--- src/rtl/clk_div_pkg.sv ---
// clk_div_pkg
// Shared defaults and helpers for the clock-enable bank.
//   CNT_W_DEF       : default divisor/counter width
//   DEFAULT_DIV_DEF : divisor every channel holds after reset
//   div_clamp()     : max(d, 1); a zero divisor is treated as divide-by-one
package clk_div_pkg;

    localparam int CNT_W_DEF       = 26;
    localparam int DEFAULT_DIV_DEF = 2;
    // Width of the clamp helper argument; channels up to this width share it.
    localparam int DIV_ARG_W       = 32;

    // max(d, 1): a zero divisor would never wrap, so it is promoted to 1.
    function automatic logic [DIV_ARG_W-1:0] div_clamp(input logic [DIV_ARG_W-1:0] d);
        logic [DIV_ARG_W-1:0] r;
        if (d == {DIV_ARG_W{1'b0}}) begin
            r = {{(DIV_ARG_W-1){1'b0}}, 1'b1};
        end else begin
            r = d;
        end
        return r;
    endfunction

endpackage

--- src/rtl/clk_enable_channel.sv ---
// clk_enable_channel
// One divider channel: a counter running 0..div-1 while enabled, emitting a
// one-cycle tick and toggling a square-wave level on each wrap. A new divisor
// is staged in pend_div and only swapped in at a wrap, a restart, or while
// the channel is disabled, so no truncated or stretched period is produced.
// Ports:
//   clk, rst_n : system clock, async active-low reset
//   en         : run enable (level)
//   restart    : re-phase pulse, highest priority
//   load       : stage load_div (clamped to >= 1) as the pending divisor
//   load_div   : divisor to stage
//   tick       : registered one-cycle strobe every div enabled cycles
//   sq         : registered level, toggles on every tick
//   pending    : a staged divisor is waiting to be applied
module clk_enable_channel
    import clk_div_pkg::*;
#(
    parameter int CNT_W       = CNT_W_DEF,
    parameter int DEFAULT_DIV = DEFAULT_DIV_DEF
) (
    input  logic             clk,
    input  logic             rst_n,
    input  logic             en,
    input  logic             restart,
    input  logic             load,
    input  logic [CNT_W-1:0] load_div,
    output logic             tick,
    output logic             sq,
    output logic             pending
);

    logic [CNT_W-1:0] cnt_q, cnt_d;
    logic [CNT_W-1:0] div_q, div_d;
    logic [CNT_W-1:0] pend_div_q, pend_div_d;
    logic             pending_q, pending_d;
    logic             tick_q, tick_d;
    logic             sq_q, sq_d;
    logic             wrap_s;
    logic             apply_s;

    // div_q is never zero, so div_q-1 cannot underflow.
    assign wrap_s = (cnt_q == (div_q - CNT_W'(1)));

    // Next-state: counter/tick/sq sequencing and divisor hand-over.
    always_comb begin
        cnt_d      = cnt_q;
        div_d      = div_q;
        pend_div_d = pend_div_q;
        pending_d  = pending_q;
        tick_d     = 1'b0;
        sq_d       = sq_q;
        apply_s    = 1'b0;

        if (restart || !en) begin
            // Restart and disable both return the channel to a fresh phase.
            cnt_d   = {CNT_W{1'b0}};
            sq_d    = 1'b0;
            apply_s = pending_q;
        end else if (wrap_s) begin
            tick_d  = 1'b1;
            sq_d    = ~sq_q;
            cnt_d   = {CNT_W{1'b0}};
            apply_s = pending_q;
        end else begin
            cnt_d   = cnt_q + CNT_W'(1);
        end

        if (apply_s) begin
            div_d     = pend_div_q;
            pending_d = 1'b0;
        end else begin
            div_d     = div_q;
        end

        // A write in the same cycle as an apply is staged for the next wrap.
        if (load) begin
            pend_div_d = CNT_W'(div_clamp(DIV_ARG_W'(load_div)));
            pending_d  = 1'b1;
        end else begin
            pend_div_d = pend_div_q;
        end
    end

    // State registers.
    always_ff @(posedge clk or negedge rst_n) begin
        if (!rst_n) begin
            cnt_q      <= {CNT_W{1'b0}};
            div_q      <= CNT_W'(DEFAULT_DIV);
            pend_div_q <= {CNT_W{1'b0}};
            pending_q  <= 1'b0;
            tick_q     <= 1'b0;
            sq_q       <= 1'b0;
        end else begin
            cnt_q      <= cnt_d;
            div_q      <= div_d;
            pend_div_q <= pend_div_d;
            pending_q  <= pending_d;
            tick_q     <= tick_d;
            sq_q       <= sq_d;
        end
    end

    assign tick    = tick_q;
    assign sq      = sq_q;
    assign pending = pending_q;

endmodule

--- src/rtl/clk_enable_bank.sv ---
// clk_enable_bank
// Bank of NUM_CH runtime-programmable clock-enable channels on one clock.
// Ports:
//   clk, rst_n   : system clock, async active-low reset
//   ch_en        : per-channel run enable
//   sync_restart : one-cycle pulse re-phasing every channel
//   cfg_valid    : divisor write request
//   cfg_ch       : target channel (values >= NUM_CH are accepted and dropped)
//   cfg_div      : new divisor (0 behaves as 1)
//   cfg_ready    : write accepted when cfg_valid && cfg_ready
//   tick         : per-channel one-cycle strobe
//   sq           : per-channel 50%-duty level, period 2*div
//   pending      : per-channel staged-divisor flag
module clk_enable_bank
    import clk_div_pkg::*;
#(
    parameter int NUM_CH      = 4,
    parameter int CNT_W       = CNT_W_DEF,
    parameter int DEFAULT_DIV = DEFAULT_DIV_DEF,
    parameter int CH_W        = (NUM_CH > 1) ? $clog2(NUM_CH) : 1
) (
    input  logic              clk,
    input  logic              rst_n,
    input  logic [NUM_CH-1:0] ch_en,
    input  logic              sync_restart,
    input  logic              cfg_valid,
    input  logic [CH_W-1:0]   cfg_ch,
    input  logic [CNT_W-1:0]  cfg_div,
    output logic              cfg_ready,
    output logic [NUM_CH-1:0] tick,
    output logic [NUM_CH-1:0] sq,
    output logic [NUM_CH-1:0] pending
);

    logic [NUM_CH-1:0] match_s;
    logic [NUM_CH-1:0] load_s;
    logic              accept_s;

    for (genvar i = 0; i < NUM_CH; i++) begin : g_ch
        // One-hot decode; an out-of-range cfg_ch matches no channel.
        assign match_s[i] = (cfg_ch == CH_W'(i));

        clk_enable_channel #(
            .CNT_W       (CNT_W),
            .DEFAULT_DIV (DEFAULT_DIV)
        ) u_ch (
            .clk      (clk),
            .rst_n    (rst_n),
            .en       (ch_en[i]),
            .restart  (sync_restart),
            .load     (load_s[i]),
            .load_div (cfg_div),
            .tick     (tick[i]),
            .sq       (sq[i]),
            .pending  (pending[i])
        );
    end

    // Busy only when the addressed channel already holds a staged divisor.
    assign cfg_ready = ~|(match_s & pending);
    assign accept_s  = cfg_valid & cfg_ready;
    assign load_s    = match_s & {NUM_CH{accept_s}};

endmodule

--- config.mk ---
export PLATFORM = sky130hd
export DESIGN_NAME = clk_enable_bank
export DESIGN_NICKNAME = d
export VERILOG_FILES = /design/src/rtl/clk_div_pkg.sv /design/src/rtl/clk_enable_channel.sv /design/src/rtl/clk_enable_bank.sv
export SDC_FILE = /design/constraint.sdc
export NUM_CORES = 1
export LEC_CHECK = 0
export CAP_MARGIN = 20
export CORE_MARGIN = 3
export CORE_UTILIZATION = 55
export CTS_BUF_LIST = sky130_fd_sc_hd__clkbuf_8
export DETAILED_ROUTE_END_ITERATION = 8
export PLACE_DENSITY = 0.69
export SETUP_SLACK_MARGIN = 0.1
export SLEW_MARGIN = 15
export SYNTH_ARGS = -nofsm -noshare
export SYNTH_HDL_FRONTEND = slang
export SYNTH_SLANG_ARGS = --single-unit
--- constraint.sdc ---
create_clock -name clk -period 6.35 [get_ports clk]
set_clock_uncertainty 0.15 [all_clocks]
set_input_delay 0.9525 -clock clk [delete_from_list [all_inputs] [get_ports clk]]
set_output_delay 0.9525 -clock clk [all_outputs]
set_load 0.05 [all_outputs]
After elaboration in Yosys (flattened, before gate mapping)
Cells that the tools add are included.

word-level totals
  output and inout port bits = 13
  register bits after elaboration = 324
  input port bits = 36
  logic and storage cells = 107

operators by class
  bitwise gates (word level) = 7
  multiplexer cells = 41
  reduce and logical (&&, ||, !) cells = 20
  eq/ne operators = 7
  add/sub/neg operators = 8

operator list
  operator                                                               count
  26-bit 2-to-1 mux                                                      9
  26-bit by 1-bit adder with 26-bit output, second input constant        4
  26-bit equality test                                                   4
  26-bit by 1-bit subtractor with 26-bit output, second input constant   4
  1-bit 2-to-1 mux                                                       32
  26-bit logical NOT                                                     1
  2-bit nonzero test                                                     8
  4-bit bitwise AND                                                      2
  1-bit logical NOT                                                      5
  2-bit equality test, second input constant                             2
  1-bit logical OR                                                       4
  1-bit NOT                                                              4
  4-bit OR reduction                                                     1
  2-bit by 1-bit equality test with 1-bit output, second input constant  1
  2-bit logical NOT                                                      1
  1-bit bitwise AND                                                      1

Depth between registers and ports, before layout
Gate-level depths: netlist of the first run.

  word-level depth = 7
  gate-level depth with buffers = 13
  gate-level depth less buffers = 10

Cells and area by module
A second synthesis of the first run with hierarchy kept.

second synthesis, totals
  cells, all modules = 2284
  area, all modules = 20817.5 um^2

modules (own cells, without submodules)
  module                                 cells an instance  seq. area each (um^2)  area each (um^2)  instances
  clk_enable_channel (g_ch[0].u_ch ...)  581                2028.2                 5235.0            3
  clk_enable_channel (g_ch[3].u_ch)      534                2028.2                 5051.1            1
  clk_enable_bank                        7                  0.0                    61.3              1

Worst setup path before layout of the first run
OpenSTA, ideal clock, no wires.

  path kind = reg2reg
  start = register g_ch[2].u_ch.div_q[16]
  end = register g_ch[2].u_ch.div_q[6]
  arrival time = 3715 ps
  library setup time = 128 ps
  cell stages (with the launch flop) = 11
  setup slack = 2358 ps
  required time = 6072 ps
  path through = dfrtp_1 clkbuf_1 or4_1 or4_1 or4_1 xnor2_1 or4bb_1 nor4_2 o21ai_2 buf_2 mux2_1

between the ends
  word-level cells in the longest chain between the ends = 4

RTL lines
  element                                        RTL line                  text
  start: declaration                             clk_enable_channel.sv:33  logic [CNT_W-1:0] div_q, div_d;
  start signal: assignment                       clk_enable_channel.sv:88  div_q <= CNT_W'(DEFAULT_DIV);
  start signal: assignment                       clk_enable_channel.sv:95  div_q <= div_d;
  26-bit by 1-bit subtractor with 26-bit output  clk_enable_channel.sv:42  assign wrap_s = (cnt_q == (div_q - CNT_W'(1)));
  26-bit equality test                           clk_enable_channel.sv:42
  1-bit 2-to-1 mux                               clk_enable_channel.sv:59  end else if (wrap_s) begin
  1-bit 2-to-1 mux                               clk_enable_channel.sv:54  if (restart || !en) begin

No other way between the ends.
A chain may end at the register's enable or synchronous reset.

Worst setup path after layout of the first run
  start = register g_ch[2].u_ch.div_q[0]
  end = register g_ch[2].u_ch.div_q[6]

The elaborated chain is that of the path after synthesis.

==> out/summary.json, run 1 <==
{
  "logic_synthesis": {
    "synth.yosys.warnings": 0,
    "mappedNetlistArea_sq_um": 17780,
    "synth-xor-area-share_pct": 10.39,
    "share_of_synthesized_registers_carrying_an_async_set_or_reset_pct": 100.0,
    "yosys_register_bits": 324,
    "ys.flop_type": "sky130_fd_sc_hd__dfrtp_1",
    "yosys.area_share.adder_pct": 0.5630,
    "yosysSeqAreaShare_pct": 45.63,
    "post_synth.cell_area_avg_sq_um": 10.35,
    "number_of_enable_flip_flop_cells_after_synthesis": 0,
    "synthesis.nets": 1762,
    "synth_mux_area_share_pct": 12.36,
    "synth_top_family_by_area": "simple AND/OR/NAND/NOR gates",
    "synthDistinctLibCells": 80,
    "synth_area_in_compound_gates_pct": 8.325,
    "post_synthesis_share_of_cell_area_spent_on_and_or_nand_and_nor_gates_pct": 19.46,
    "synthesis.instances": 1718
  },
  "power": {
    "power_density_over_cell_area_nw_per_um2": 320.4,
    "p_leak_nw": 7.808,
    "power.ir.vdd_worst_v": 0.0002933
  },
  "global_route": {
    "grt_max_degree": 157,
    "grt_pass1_vias": 13040,
    "grt_pass1_wl_um": 67570,
    "antenna_violations_before_repair": 2,
    "grt.total_usage_pct": 24.12,
    "grt.overflow.total": 0
  },
  "sta": {
    "timing.setup.tns_ns": 0,
    "hold_viol": 0,
    "clock.fmax_mhz": 230.1,
    "fin_worst_hold_slack_ns": 0.1997,
    "slew-limit-headroom_pct": 37.58,
    "unrepaired_setup_endpoints_after_global_routing": "false",
    "finalCriticalPeriod_ns": 4.346,
    "finalMaxSlewViolations": 0,
    "final-setup-viol-count": 0,
    "timing.final.crit_share_pct": 68.45,
    "worst_slew_pin_slew_ns": 0.9363
  },
  "cts": {
    "clock-root-buffer": "sky130_fd_sc_hd__clkbuf_8",
    "cts_tree": "built",
    "num_cts_buffers": 53,
    "cts_resized": 0,
    "cts.clk_slew.worst_paths_ns": 0.07,
    "cts-hold-fix-buffers": 0,
    "clock_tree.htree_level_count": 2,
    "clock-sinks": 324,
    "worst_skew_pair.late_latency_ns": 0.60,
    "cts_setup_buffers": 0,
    "clock_path_buffers": 3
  },
  "critical_path": {
    "worst_path_most_repeated_cell": "sky130_fd_sc_hd__buf_4",
    "critical_path.max_fanout": 26,
    "worst_r2r_startpoint": "g_ch[2].u_ch.div_q[0]",
    "cp_slowest_stage_delay_ns": 0.58,
    "cp.arrival_ns": 4.67,
    "crit_path_cell_trace": "inv_1 > ha_1 > nor3b_1 > nand2_1 > or4_1 > xnor2_1 > or4bb_1 > nor4_4 > buf_4 > o21ai_2 > buf_4 > mux2_1",
    "crit_path_start": "g_ch[2].u_ch.div_q[0]",
    "crit_type": "register to register",
    "critical_path.startpoint_type": "register",
    "cp_slowest_cell": "sky130_fd_sc_hd__or4_1",
    "critical_path.n_buffers_inverters": 3,
    "cp_top_family": "simple AND/OR/NAND/NOR gates",
    "cp.required_ns": 6.67,
    "critical_path_endpoint_category": "register"
  },
  "route": {
    "routed_wire_length_per_instance_um": 18.93,
    "routed_via_density": 6.088,
    "dr.first_iter.drc_count": 813,
    "remaining_drc_errors": 0,
    "wirelength_um": 41080,
    "drt_first_pass_iters": 5,
    "ant_nets": 0,
    "via_count": 13210
  },
  "floorplanning": {
    "dieArea_sq_um": 34520,
    "ioPinCount": 49,
    "die_w_um": 185.8,
    "floorplan.initialDensity_pct": 56.06,
    "floorplan.die.height_um": 185.8,
    "floorplan.core_area_sq_um": 31720,
    "placement_rows": 65
  },
  "job": {
    "cap_violations": 0
  },
  "finish": {
    "layout-drive-gt1-share_pct": 17.25,
    "final_cell_area_excluding_filler_cells_sq_um": 19560,
    "fin_nets": 1773,
    "antenna_diode_count": 0,
    "layout_overhead_on_the_synthesized_area_pct": 9.986
  },
  "place": {
    "place_area_sq_um": 18440,
    "place.port_buffers": 48,
    "gp_congestion": 0.9077,
    "detail_placement_hpwl_um": 27700
  },
  "hold_path": {
    "hold_class": "primary input to asynchronous set/reset pin"
  },
  "run_status": {
    "outcome": "complete, no violations"
  }
}
metrics by stage:
stage / total power, mW / setup WS, ns / utilization, % / instances
2_1_floorplan: 4.006 / 2.358 / - / 1718
3_3_place_gp: 4.357 / 1.929 / 58.15 / 2075
3_5_place_dp: 4.430 / 1.824 / 58.15 / 2075
4_1_cts: 6.318 / 1.838 / 61.54 / 2169
5_1_grt: 6.641 / 1.665 / 61.65 / 2170
6_report: 6.266 / 2.004 / 61.65 / 2170
power by group:
| group | switching, mW | total, mW | internal [mW] |
|---|---|---|---|
| clock | 0.843 | 1.85 | 1.01 |
| combinational | 0.692 | 1.46 | 0.770 |
| sequential | 0.499 | 2.95 | 2.45 |
path summary, 6_finish.rpt:
path,endpoint,slack [ns],depth (start not counted)
hold / removal,g_ch[3].u_ch.cnt_q[4],0.20,1
max in group asynchronous,g_ch[1].u_ch.cnt_q[16],4.35,2
setup reg to reg,g_ch[2].u_ch.div_q[6],2.00,12
setup / recovery,g_ch[2].u_ch.div_q[6],2.00,12
hold reg to reg,g_ch[3].u_ch.pend_div_q[0],0.33,2
min in group clk,g_ch[3].u_ch.pend_div_q[0],0.33,2
synth_stat cells (10+ instances only):
cell type	count	area share [%]
sky130_fd_sc_hd__nand2_1	97	2.0
sky130_fd_sc_hd__nand4_1	34	1.2
sky130_fd_sc_hd__o21ai_0	25	0.70
sky130_fd_sc_hd__xor2_1	105	5.2
sky130_fd_sc_hd__buf_4	14	0.59
sky130_fd_sc_hd__nor3_1	66	1.9
sky130_fd_sc_hd__or3_1	25	0.88
sky130_fd_sc_hd__nor2_1	146	3.1
sky130_fd_sc_hd__a21oi_1	17	0.48
sky130_fd_sc_hd__nor2b_1	20	0.70
sky130_fd_sc_hd__clkbuf_1	71	1.5
sky130_fd_sc_hd__xnor2_1	106	5.2
sky130_fd_sc_hd__dfrtp_1	320	45
sky130_fd_sc_hd__mux2_2	161	10
sky130_fd_sc_hd__o211ai_1	10	0.42
sky130_fd_sc_hd__nand2b_1	18	0.63
sky130_fd_sc_hd__o2bb2ai_1	22	1.1
sky130_fd_sc_hd__or4_1	21	0.89
sky130_fd_sc_hd__and2_1	13	0.46
sky130_fd_sc_hd__a31oi_1	36	1.3
sky130_fd_sc_hd__inv_1	26	0.55
sky130_fd_sc_hd__o311ai_0	27	1.3
sky130_fd_sc_hd__nand3_1	88	2.5
sky130_fd_sc_hd__nor4_1	41	1.4
sky130_fd_sc_hd__mux2_4	20	1.7
sky130_fd_sc_hd__and3_1	23	0.81
kinds of logic after synthesis:
| group | count (synthesis) |
|---|---|
| adder cells (fa/ha/maj) | 8 |
| multiplexers | 188 |
| flip-flops | 324 |
| buffers and inverters | 132 |
| AO/OA/AOI/OAI | 203 |
| XOR/XNOR | 211 |
| AND/OR/NAND/NOR | 652 |
flip-flops by register name, summed over array words and instances, names as in the netlist:
name                  cells
g_ch.u_ch.cnt_q         104
g_ch.u_ch.tick            4
g_ch.u_ch.sq              4
g_ch.u_ch.pending         4
g_ch.u_ch.div_q         104
g_ch.u_ch.pend_div_q    104
metal layers:
layer	up-vias	part of all wire (%)	global-route usage [%]
met4	0	2.1	6.464
met2	294	48	39.71
met5	-	0	0
met3	75	5.4	4.671
li1	6249	-	-
met1	6592	45	32.97
area by class of cell:
| type | instances | area, sq um |
|---|---|---|
| Clock buffer | 66 | 908.4 |
| Clock inverter | 28 | 168.9 |
| Fill cell | 2652 | 12160 |
| Inverter | 26 | 97.59 |
| Multi-Input combinational cell | 1262 | 9141 |
| Sequential cell | 324 | 8113 |
| Tap cell | 402 | 503.0 |
| Timing Repair Buffer | 62 | 623.1 |
cell usage in the layout, fill, tap and decap left out, drive strengths merged, types with 5 or more instances in the layout:
| master | netlist | final |
|---|---|---|
| nor3b | 7 | 7 |
| nor2b | 20 | 20 |
| o31ai | 9 | 9 |
| nand3 | 88 | 88 |
| a31oi | 36 | 36 |
| o211ai | 10 | 10 |
| o2bb2ai | 22 | 22 |
| nor4b | 7 | 7 |
| inv | 26 | 45 |
| or4 | 23 | 23 |
| nor3 | 66 | 66 |
| buf | 35 | 15 |
| clkinv | 0 | 6 |
| clkbuf | 71 | 66 |
| dfrtp | 320 | 320 |
| xnor2 | 106 | 106 |
| or2 | 7 | 7 |
| nand4 | 34 | 34 |
| nand4b | 6 | 6 |
| o21ai | 29 | 29 |
| mux2i | 5 | 5 |
| nor4 | 44 | 44 |
| nand3b | 5 | 5 |
| and3 | 23 | 23 |
| nor2 | 146 | 146 |
| clkdlybuf4s50 | 0 | 47 |
| mux2 | 182 | 182 |
| nand2b | 18 | 18 |
| xor2 | 105 | 105 |
| and4 | 7 | 7 |
| o311ai | 27 | 27 |
| a211oi | 5 | 5 |
| ha | 8 | 8 |
| o22ai | 7 | 7 |
| and2 | 13 | 13 |
| nand2 | 98 | 98 |
| or3 | 25 | 25 |
| a21oi | 17 | 17 |
(Power assumes the default switching activity.)
==> run 2: changes to the inputs <==
- clock period: 6.35 -> 4.2 ns (I/O delays scaled with it)
==> out/summary.json, run 2 (same netlist as run 1, synthesis figures left out) <==
{
  "global_route": {
    "antenna_violations_before_repair": {"value": 3, "change": "was 2"},
    "grt.overflow.total": {"value": 0, "change": "unchanged"},
    "grt.total_usage": {"value": 24.60, "unit": "%", "change": "was 24.12%"},
    "grt_pass1_wl": {"value": 68630, "unit": "um", "change": "was 67570 um"},
    "grt_pass1_vias": {"value": 13200, "change": "was 13040"},
    "grt_max_degree": {"value": 109, "change": "was 157"}
  },
  "run_status": {
    "outcome": {"value": "complete, no violations", "change": "unchanged"}
  },
  "power": {
    "power_density_over_cell_area": {"value": 491.9, "unit": "nW/um^2", "change": "was 320.4 nW/um^2"},
    "total_power": {"value": 9.867, "unit": "mW", "change": "was 6.266 mW"},
    "power.ir.vdd_worst": {"value": 0.0003013, "unit": "V", "change": "was 0.0002933 V"},
    "p_leak": {"value": 8.061, "unit": "nW", "change": "was 7.808 nW"}
  },
  "finish": {
    "seq_area": {"value": 8113, "unit": "sq um", "change": "unchanged"},
    "mostFrequentLayoutCell": {"value": "sky130_fd_sc_hd__dfrtp_1", "change": "unchanged"},
    "fin_util": {"value": 63.25, "unit": "%", "change": "was 61.65%"},
    "largest_registers": {"value": "g_ch.u_ch.cnt_q x104, g_ch.u_ch.div_q x104, g_ch.u_ch.pend_div_q x104", "change": "unchanged"},
    "final_cell_mix": {"value": "sky130_fd_sc_hd__dfrtp_1 (320), sky130_fd_sc_hd__mux2_2 (161), sky130_fd_sc_hd__nor2_1 (145)", "change": "unchanged"},
    "antenna_diode_count": {"value": 0, "change": "unchanged"},
    "layout_overhead_on_the_synthesized_area": {"value": 12.83, "unit": "%", "change": "was 9.986%"},
    "area_used_by_multi_input_combinational_logic": {"value": 9161, "unit": "sq um", "change": "was 9141 sq um"},
    "fin_nets": {"value": 1808, "change": "was 1773"},
    "fill_cells": {"value": 2657, "change": "was 2652"},
    "layout-drive-gt1-share": {"value": 19.80, "unit": "%", "change": "was 17.25%"}
  },
  "route": {
    "routed_via_density": {"value": 6.060, "change": "was 6.088"},
    "drt_first_pass_iters": {"value": 5, "change": "unchanged"},
    "ant_nets": {"value": 0, "change": "unchanged"},
    "wirelength": {"value": 41940, "unit": "um", "change": "was 41080 um"},
    "via_count": {"value": 13390, "change": "was 13210"},
    "remaining_drc_errors": {"value": 0, "change": "unchanged"},
    "routed_wire_length_per_instance": {"value": 18.98, "unit": "um", "change": "was 18.93 um"},
    "dr.first_iter.drc_count": {"value": 816, "change": "was 813"}
  },
  "sta": {
    "final-setup-viol-count": {"value": 0, "change": "unchanged"},
    "finalMaxSlewViolations": {"value": 0, "change": "unchanged"},
    "hold_viol": {"value": 0, "change": "unchanged"},
    "timing.setup.tns": {"value": 0, "unit": "ns", "change": "unchanged"},
    "finalCriticalPeriod": {"value": 3.922, "unit": "ns", "change": "was 4.346 ns"},
    "worst_slew_pin_slew": {"value": 0.8547, "unit": "ns", "change": "was 0.9363 ns"},
    "timing.final.crit_share": {"value": 93.38, "unit": "%", "change": "was 68.45%"},
    "unrepaired_setup_endpoints_after_global_routing": {"value": "false", "change": "unchanged"},
    "clock.fmax": {"value": 255.0, "unit": "MHz", "change": "was 230.1 MHz"},
    "slew-limit-headroom": {"value": 43.02, "unit": "%", "change": "was 37.58%"}
  },
  "critical_path": {
    "worst_path_most_repeated_cell": {"value": "sky130_fd_sc_hd__or4_1", "change": "was sky130_fd_sc_hd__buf_4"},
    "critical_path.max_fanout": {"value": 22, "change": "was 26"},
    "cp_slowest_cell": {"value": "sky130_fd_sc_hd__or4_1", "change": "unchanged"},
    "cp.arrival": {"value": 4.25, "unit": "ns", "change": "was 4.67 ns"},
    "critical_path.startpoint_type": {"value": "register", "change": "unchanged"},
    "crit_type": {"value": "register to register", "change": "unchanged"},
    "crit_path_start": {"value": "g_ch[2].u_ch.div_q[16]", "change": "was g_ch[2].u_ch.div_q[0]"},
    "critical_path_endpoint_category": {"value": "register", "change": "unchanged"},
    "critical_path.n_buffers_inverters": {"value": 1, "change": "was 3"},
    "crit_path_cell_trace": {"value": "or4_1 > or4_1 > or4_1 > xnor2_1 > or4bb_1 > nor4_4 > buf_4 > nor2_1 > a21o_1", "change": "was inv_1 > ha_1 > nor3b_1 > nand2_1 > or4_1 > xnor2_1 > or4bb_1 > nor4_4 > buf_4 > o21ai_2 > buf_4 > mux2_1"},
    "worst_r2r_startpoint": {"value": "g_ch[2].u_ch.div_q[16]", "change": "was g_ch[2].u_ch.div_q[0]"},
    "cp_slowest_stage_delay": {"value": 0.63, "unit": "ns", "change": "was 0.58 ns"},
    "cp.required": {"value": 4.53, "unit": "ns", "change": "was 6.67 ns"},
    "cp_top_family": {"value": "simple AND/OR/NAND/NOR gates", "change": "unchanged"}
  },
  "cts": {
    "clock_path_buffers": {"value": 3, "change": "unchanged"},
    "worst_skew_pair.late_latency": {"value": 0.59, "unit": "ns", "change": "was 0.60 ns"},
    "cts.clk_slew.worst_paths": {"value": 0.06, "unit": "ns", "change": "was 0.07 ns"},
    "clock-sinks": {"value": 324, "change": "unchanged"},
    "clock-root-buffer": {"value": "sky130_fd_sc_hd__clkbuf_8", "change": "unchanged"},
    "cts_tree": {"value": "built", "change": "unchanged"},
    "num_cts_buffers": {"value": 54, "change": "was 53"},
    "clock_tree.htree_level_count": {"value": 2, "change": "unchanged"}
  },
  "floorplanning": {
    "ioPinCount": {"value": 49, "change": "unchanged"},
    "floorplan.initialDensity": {"value": 56.06, "unit": "%", "change": "unchanged"},
    "floorplan.core_area": {"value": 31720, "unit": "sq um", "change": "unchanged"},
    "die_w": {"value": 185.8, "unit": "um", "change": "unchanged"},
    "placement_rows": {"value": 65, "change": "unchanged"},
    "floorplan.die.height": {"value": 185.8, "unit": "um", "change": "unchanged"},
    "dieArea": {"value": 34520, "unit": "sq um", "change": "unchanged"}
  },
  "place": {
    "place.port_buffers": {"value": 48, "change": "unchanged"},
    "detail_placement_hpwl": {"value": 29110, "unit": "um", "change": "was 27700 um"},
    "gp_congestion": {"value": 0.8803, "change": "was 0.9077"}
  },
  "hold_path": {
    "hold_path_startpoint": "g_ch[2].u_ch.pend_div_q[6]",
    "hold_class": {"value": "register to register", "change": "was primary input to asynchronous set/reset pin"}
  },
  "job": {
    "cap_violations": {"value": 0, "change": "unchanged"}
  }
}
==> run 2: layer usage <==
layer / global-route usage (%) / vias up / wire, um
met1: 33.50 / 6659 / 18700
met3: 5.218 / 75 / 2504
met2: 40.40 / 337 / 19840
met5: 1.429 / - / 67
met4: 6.166 / 2 / 833
li1: - / 6319 / -
==> run 2: timing repair <==
action,4_1_cts,5_1_grt
resized for setup,0,5
hold buffers,1,0
endpoints found under the setup margin,0,94
endpoints found under the hold margin,75,0
setup buffers,0,2
==> run 2: report_power, final <==
group          switching (mW)  internal (mW)
Sequential              0.705           3.71
Combinational            1.12           1.24
Clock                    1.30           1.80
==> run 2: area by class of cell <==
class,instances,share of cell area [%]
flip-flops and latches,324,40.44
inverters,26,0.4865
well taps,402,2.507
repair buffers,96,4.703
clock buffers,80,5.489
multi-input cells,1262,45.67
clock inverters,20,0.7048
==> run 2: per-stage QoR <==
stage,hold slack [ns],cell area [sq um],cells,worst slack (ns)
2_1_floorplan,0.1844,17780,1718,0.2076
3_3_place_gp,0.3188,18740,2106,0.2138
3_5_place_dp,0.3219,18740,2106,0.1825
4_1_cts,0.3354,19990,2207,0.1645
5_1_grt,0.3411,20060,2210,0.1001
6_report,0.3352,20060,2210,0.2782
==> run 2: path summary, 6_finish.rpt <==
check	endpoint	slack (ns)	depth (start not counted)
max	g_ch[2].u_ch.pending	0.28	9
min	g_ch[2].u_ch.div_q[6]	0.34	1
max reg2reg	g_ch[2].u_ch.pending	0.28	9
min reg2reg	g_ch[2].u_ch.div_q[6]	0.34	1
max in group asynchronous	g_ch[1].u_ch.cnt_q[18]	2.33	3
min in group asynchronous	g_ch[3].u_ch.cnt_q[6]	0.52	2
==> run 3: changes to the inputs <==
- CAP_MARGIN: 20 -> unset
==> out/summary.json, run 3 (same netlist as run 1, synthesis figures left out) <==
{
  "run_status": {
    "outcome": {"value": "complete, no violations", "change": "unchanged"}
  },
  "floorplanning": {
    "dieArea": {"value": 34520, "unit": "sq um", "change": "unchanged"},
    "floorplan.die.height": {"value": 185.8, "unit": "um", "change": "unchanged"},
    "ioPinCount": {"value": 49, "change": "unchanged"},
    "floorplan.initialDensity": {"value": 56.06, "unit": "%", "change": "unchanged"},
    "floorplan.core_area": {"value": 31720, "unit": "sq um", "change": "unchanged"},
    "placement_rows": {"value": 65, "change": "unchanged"},
    "die_w": {"value": 185.8, "unit": "um", "change": "unchanged"}
  },
  "power": {
    "clkPwrFrac": {"value": 31.3, "unit": "%", "change": "about the same"},
    "share_comb_of_total_power": {"value": 24.0, "unit": "%", "change": "was 23.9%"},
    "power.ir.vdd_worst": {"value": 0.0003015, "unit": "V", "change": "was 0.0003013 V"},
    "power_switching_share": {"value": 31.70, "unit": "%", "change": "was 31.62%"},
    "p_leak": {"value": 8.052, "unit": "nW", "change": "was 8.061 nW"},
    "net-switching-power": {"value": 3.131, "unit": "mW", "change": "was 3.121 mW"},
    "total_power": {"value": 9.877, "unit": "mW", "change": "was 9.867 mW"},
    "p_int": {"value": 6.747, "unit": "mW", "change": "about the same"},
    "power_frac_seq": {"value": 44.7, "unit": "%", "change": "about the same"},
    "power_density_over_cell_area": {"value": 492.6, "unit": "nW/um^2", "change": "was 491.9 nW/um^2"}
  },
  "route": {
    "routed_via_density": {"value": 6.099, "change": "was 6.060"},
    "routed_wire_length_per_instance": {"value": 19.18, "unit": "um", "change": "was 18.98 um"},
    "remaining_drc_errors": {"value": 0, "change": "unchanged"},
    "via_count": {"value": 13490, "change": "was 13390"},
    "drt_first_pass_iters": {"value": 5, "change": "unchanged"},
    "wirelength": {"value": 42410, "unit": "um", "change": "was 41940 um"},
    "ant_nets": {"value": 0, "change": "unchanged"},
    "dr.first_iter.drc_count": {"value": 835, "change": "was 816"}
  },
  "finish": {
    "final_cell_area_excluding_filler_cells": {"value": 20050, "unit": "sq um", "change": "was 20060 sq um"},
    "fill_cells": {"value": 2657, "change": "unchanged"},
    "layout-drive-gt1-share": {"value": 19.85, "unit": "%", "change": "was 19.80%"},
    "antenna_diode_count": {"value": 0, "change": "unchanged"},
    "largest_registers": {"value": "g_ch.u_ch.cnt_q x104, g_ch.u_ch.div_q x104, g_ch.u_ch.pend_div_q x104", "change": "unchanged"},
    "fin_nets": {"value": 1809, "change": "was 1808"},
    "final_cell_mix": {"value": "sky130_fd_sc_hd__dfrtp_1 (320), sky130_fd_sc_hd__mux2_2 (161), sky130_fd_sc_hd__nor2_1 (145)", "change": "unchanged"},
    "layout_overhead_on_the_synthesized_area": {"value": 12.79, "unit": "%", "change": "was 12.83%"},
    "mostFrequentLayoutCell": {"value": "sky130_fd_sc_hd__dfrtp_1", "change": "unchanged"}
  },
  "critical_path": {
    "critical_path.max_fanout": {"value": 9, "change": "was 22"},
    "crit_path_cell_trace": {"value": "or4_1 > or3_4 > or4_1 > a22oi_1 > o211ai_1 > nor4_4 > buf_4 > o21ai_2 > mux2_4", "change": "was or4_1 > or4_1 > or4_1 > xnor2_1 > or4bb_1 > nor4_4 > buf_4 > nor2_1 > a21o_1"},
    "cp.required": {"value": 4.51, "unit": "ns", "change": "was 4.53 ns"},
    "critical_path.startpoint_type": {"value": "register", "change": "unchanged"},
    "cp.arrival": {"value": 4.29, "unit": "ns", "change": "was 4.25 ns"},
    "cp_slowest_cell": {"value": "sky130_fd_sc_hd__or4_1", "change": "unchanged"},
    "critical_path_endpoint_category": {"value": "register", "change": "unchanged"},
    "cp_slowest_stage_delay": {"value": 0.62, "unit": "ns", "change": "was 0.63 ns"},
    "crit_type": {"value": "register to register", "change": "unchanged"},
    "worst_path_most_repeated_cell": {"value": "sky130_fd_sc_hd__or4_1", "change": "unchanged"}
  },
  "hold_path": {
    "hold_class": {"value": "register to register", "change": "unchanged"}
  },
  "place": {
    "detail_placement_hpwl": {"value": 29110, "unit": "um", "change": "unchanged"},
    "gp_congestion": {"value": 0.8803, "change": "unchanged"},
    "place_area": {"value": 18740, "unit": "sq um", "change": "unchanged"},
    "place.port_buffers": {"value": 48, "change": "unchanged"}
  },
  "global_route": {
    "grt_max_degree": {"value": 109, "change": "unchanged"},
    "grt_pass1_wl": {"value": 68630, "unit": "um", "change": "unchanged"},
    "grt.total_usage": {"value": 24.60, "unit": "%", "change": "unchanged"},
    "grt.overflow.total": {"value": 0, "change": "unchanged"},
    "grt_pass1_vias": {"value": 13200, "change": "unchanged"},
    "antenna_violations_before_repair": {"value": 3, "change": "unchanged"}
  },
  "sta": {
    "hold_viol": {"value": 0, "change": "unchanged"},
    "clock.fmax": {"value": 251.6, "unit": "MHz", "change": "was 255.0 MHz"},
    "timing.final.crit_share": {"value": 94.62, "unit": "%", "change": "was 93.38%"},
    "final-setup-viol-count": {"value": 0, "change": "unchanged"},
    "finalCriticalPeriod": {"value": 3.974, "unit": "ns", "change": "was 3.922 ns"},
    "unrepaired_setup_endpoints_after_global_routing": {"value": "true", "change": "was false"},
    "worst_slew_pin_slew": {"value": 0.9331, "unit": "ns", "change": "was 0.8547 ns"},
    "finalMaxSlewViolations": {"value": 0, "change": "unchanged"},
    "timing.setup.tns": {"value": 0, "unit": "ns", "change": "unchanged"},
    "slew-limit-headroom": {"value": 37.79, "unit": "%", "change": "was 43.02%"}
  },
  "cts": {
    "clock_tree.htree_level_count": {"value": 2, "change": "unchanged"},
    "num_cts_buffers": {"value": 54, "change": "unchanged"},
    "worst_skew_pair.late_latency": {"value": 0.59, "unit": "ns", "change": "about the same"},
    "clock-sinks": {"value": 324, "change": "unchanged"},
    "cts.clk_slew.worst_paths": {"value": 0.06, "unit": "ns", "change": "about the same"},
    "cts_tree": {"value": "built", "change": "unchanged"},
    "clock_path_buffers": {"value": 3, "change": "unchanged"},
    "clock-root-buffer": {"value": "sky130_fd_sc_hd__clkbuf_8", "change": "unchanged"}
  },
  "job": {
    "cap_violations": {"value": 0, "change": "unchanged"}
  }
}
[run 3: cell count changes in the layout (fill, tap and decap cells not counted), sizes merged]
cell	delta
buf	-1
o21ai	+2
[run 3: what timing repair did]
action | in CTS | in global routing
resized for setup | 0 | 6
buffers inserted | 0 | 2
hold buffers | 1 | 0
setup endpoints to repair | 0 | 103
endpoints found under the hold margin | 75 | 0
[run 3: per-layer routing]
metal / part of all wire, % / up-vias / routed length (um) / GRT usage, %
met5: 0.16 / - / 67 / 1.429
met4: 2.0 / 2 / 860 / 6.166
met3: 6.0 / 77 / 2556 / 5.218
met2: 47 / 353 / 19970 / 40.40
met1: 45 / 6735 / 18960 / 33.50
li1: - / 6318 / - / -
[run 3: layout make-up]
| class | count | area (sq um) | share of cell area (%) |
|---|---|---|---|
| multi-input cells | 1264 | 9181 | 45.79 |
| flip-flops and latches | 324 | 8113 | 40.46 |
| clock buffers | 80 | 1101 | 5.491 |
| repair buffers | 95 | 915.9 | 4.567 |
| well taps | 402 | 503.0 | 2.508 |
| clock inverters | 20 | 141.4 | 0.7051 |
| inverters | 26 | 97.59 | 0.4867 |
[run 3: per-stage QoR]
stage                     util (%)  std cells  worst slack, ns  hold WS [ns]
final                        63.22       2211           0.2261        0.3350
after global routing         63.22       2211          0.07186        0.3411
after CTS                    63.03       2207           0.1645        0.3354
after detailed placement     59.08       2106           0.1825        0.3219
after global placement       59.08       2106           0.2138        0.3188
after floorplan                  -       1718           0.2076        0.1844
[run 3: worst paths after layout]
| path | endpoint | cells after the start | slack [ns] | startpoint |
|---|---|---|---|---|
| worst max-delay path | g_ch[3].u_ch.div_q[20] | 9 | 0.23 | g_ch[3].u_ch.div_q[2] |
| worst min-delay path | g_ch[2].u_ch.div_q[6] | 1 | 0.34 | g_ch[2].u_ch.pend_div_q[6] |
| worst max register to register | g_ch[3].u_ch.div_q[20] | 9 | 0.23 | g_ch[3].u_ch.div_q[2] |
| worst min register to register | g_ch[2].u_ch.div_q[6] | 1 | 0.34 | g_ch[2].u_ch.pend_div_q[6] |
| max in group asynchronous | g_ch[1].u_ch.cnt_q[18] | 3 | 2.33 | rst_n |
| min in group asynchronous | g_ch[3].u_ch.cnt_q[6] | 2 | 0.52 | rst_n |
[run 3: power groups by stage]
| stage | clock (mW) | combinational, mW | sequential (mW) |
|---|---|---|---|
| after CTS | 3.17 | 2.36 | 4.41 |
| after floorplan | 0 | 1.90 | 4.15 |
| final | 3.10 | 2.37 | 4.42 |
| after global placement | 0 | 2.26 | 4.44 |
| after global routing | 3.32 | 2.62 | 4.51 |
| after detailed placement | 0 | 2.34 | 4.47 |
[run 3: critical path, delay by kind of cell (launching register included)]
family                 cells  cell delay, ns
DFF                        1            0.48
muxes                      1            0.35
AOI/OAI and AO/OA          3            0.60
and+or+nand+nor            4            2.06
buffers and inverters      1            0.21
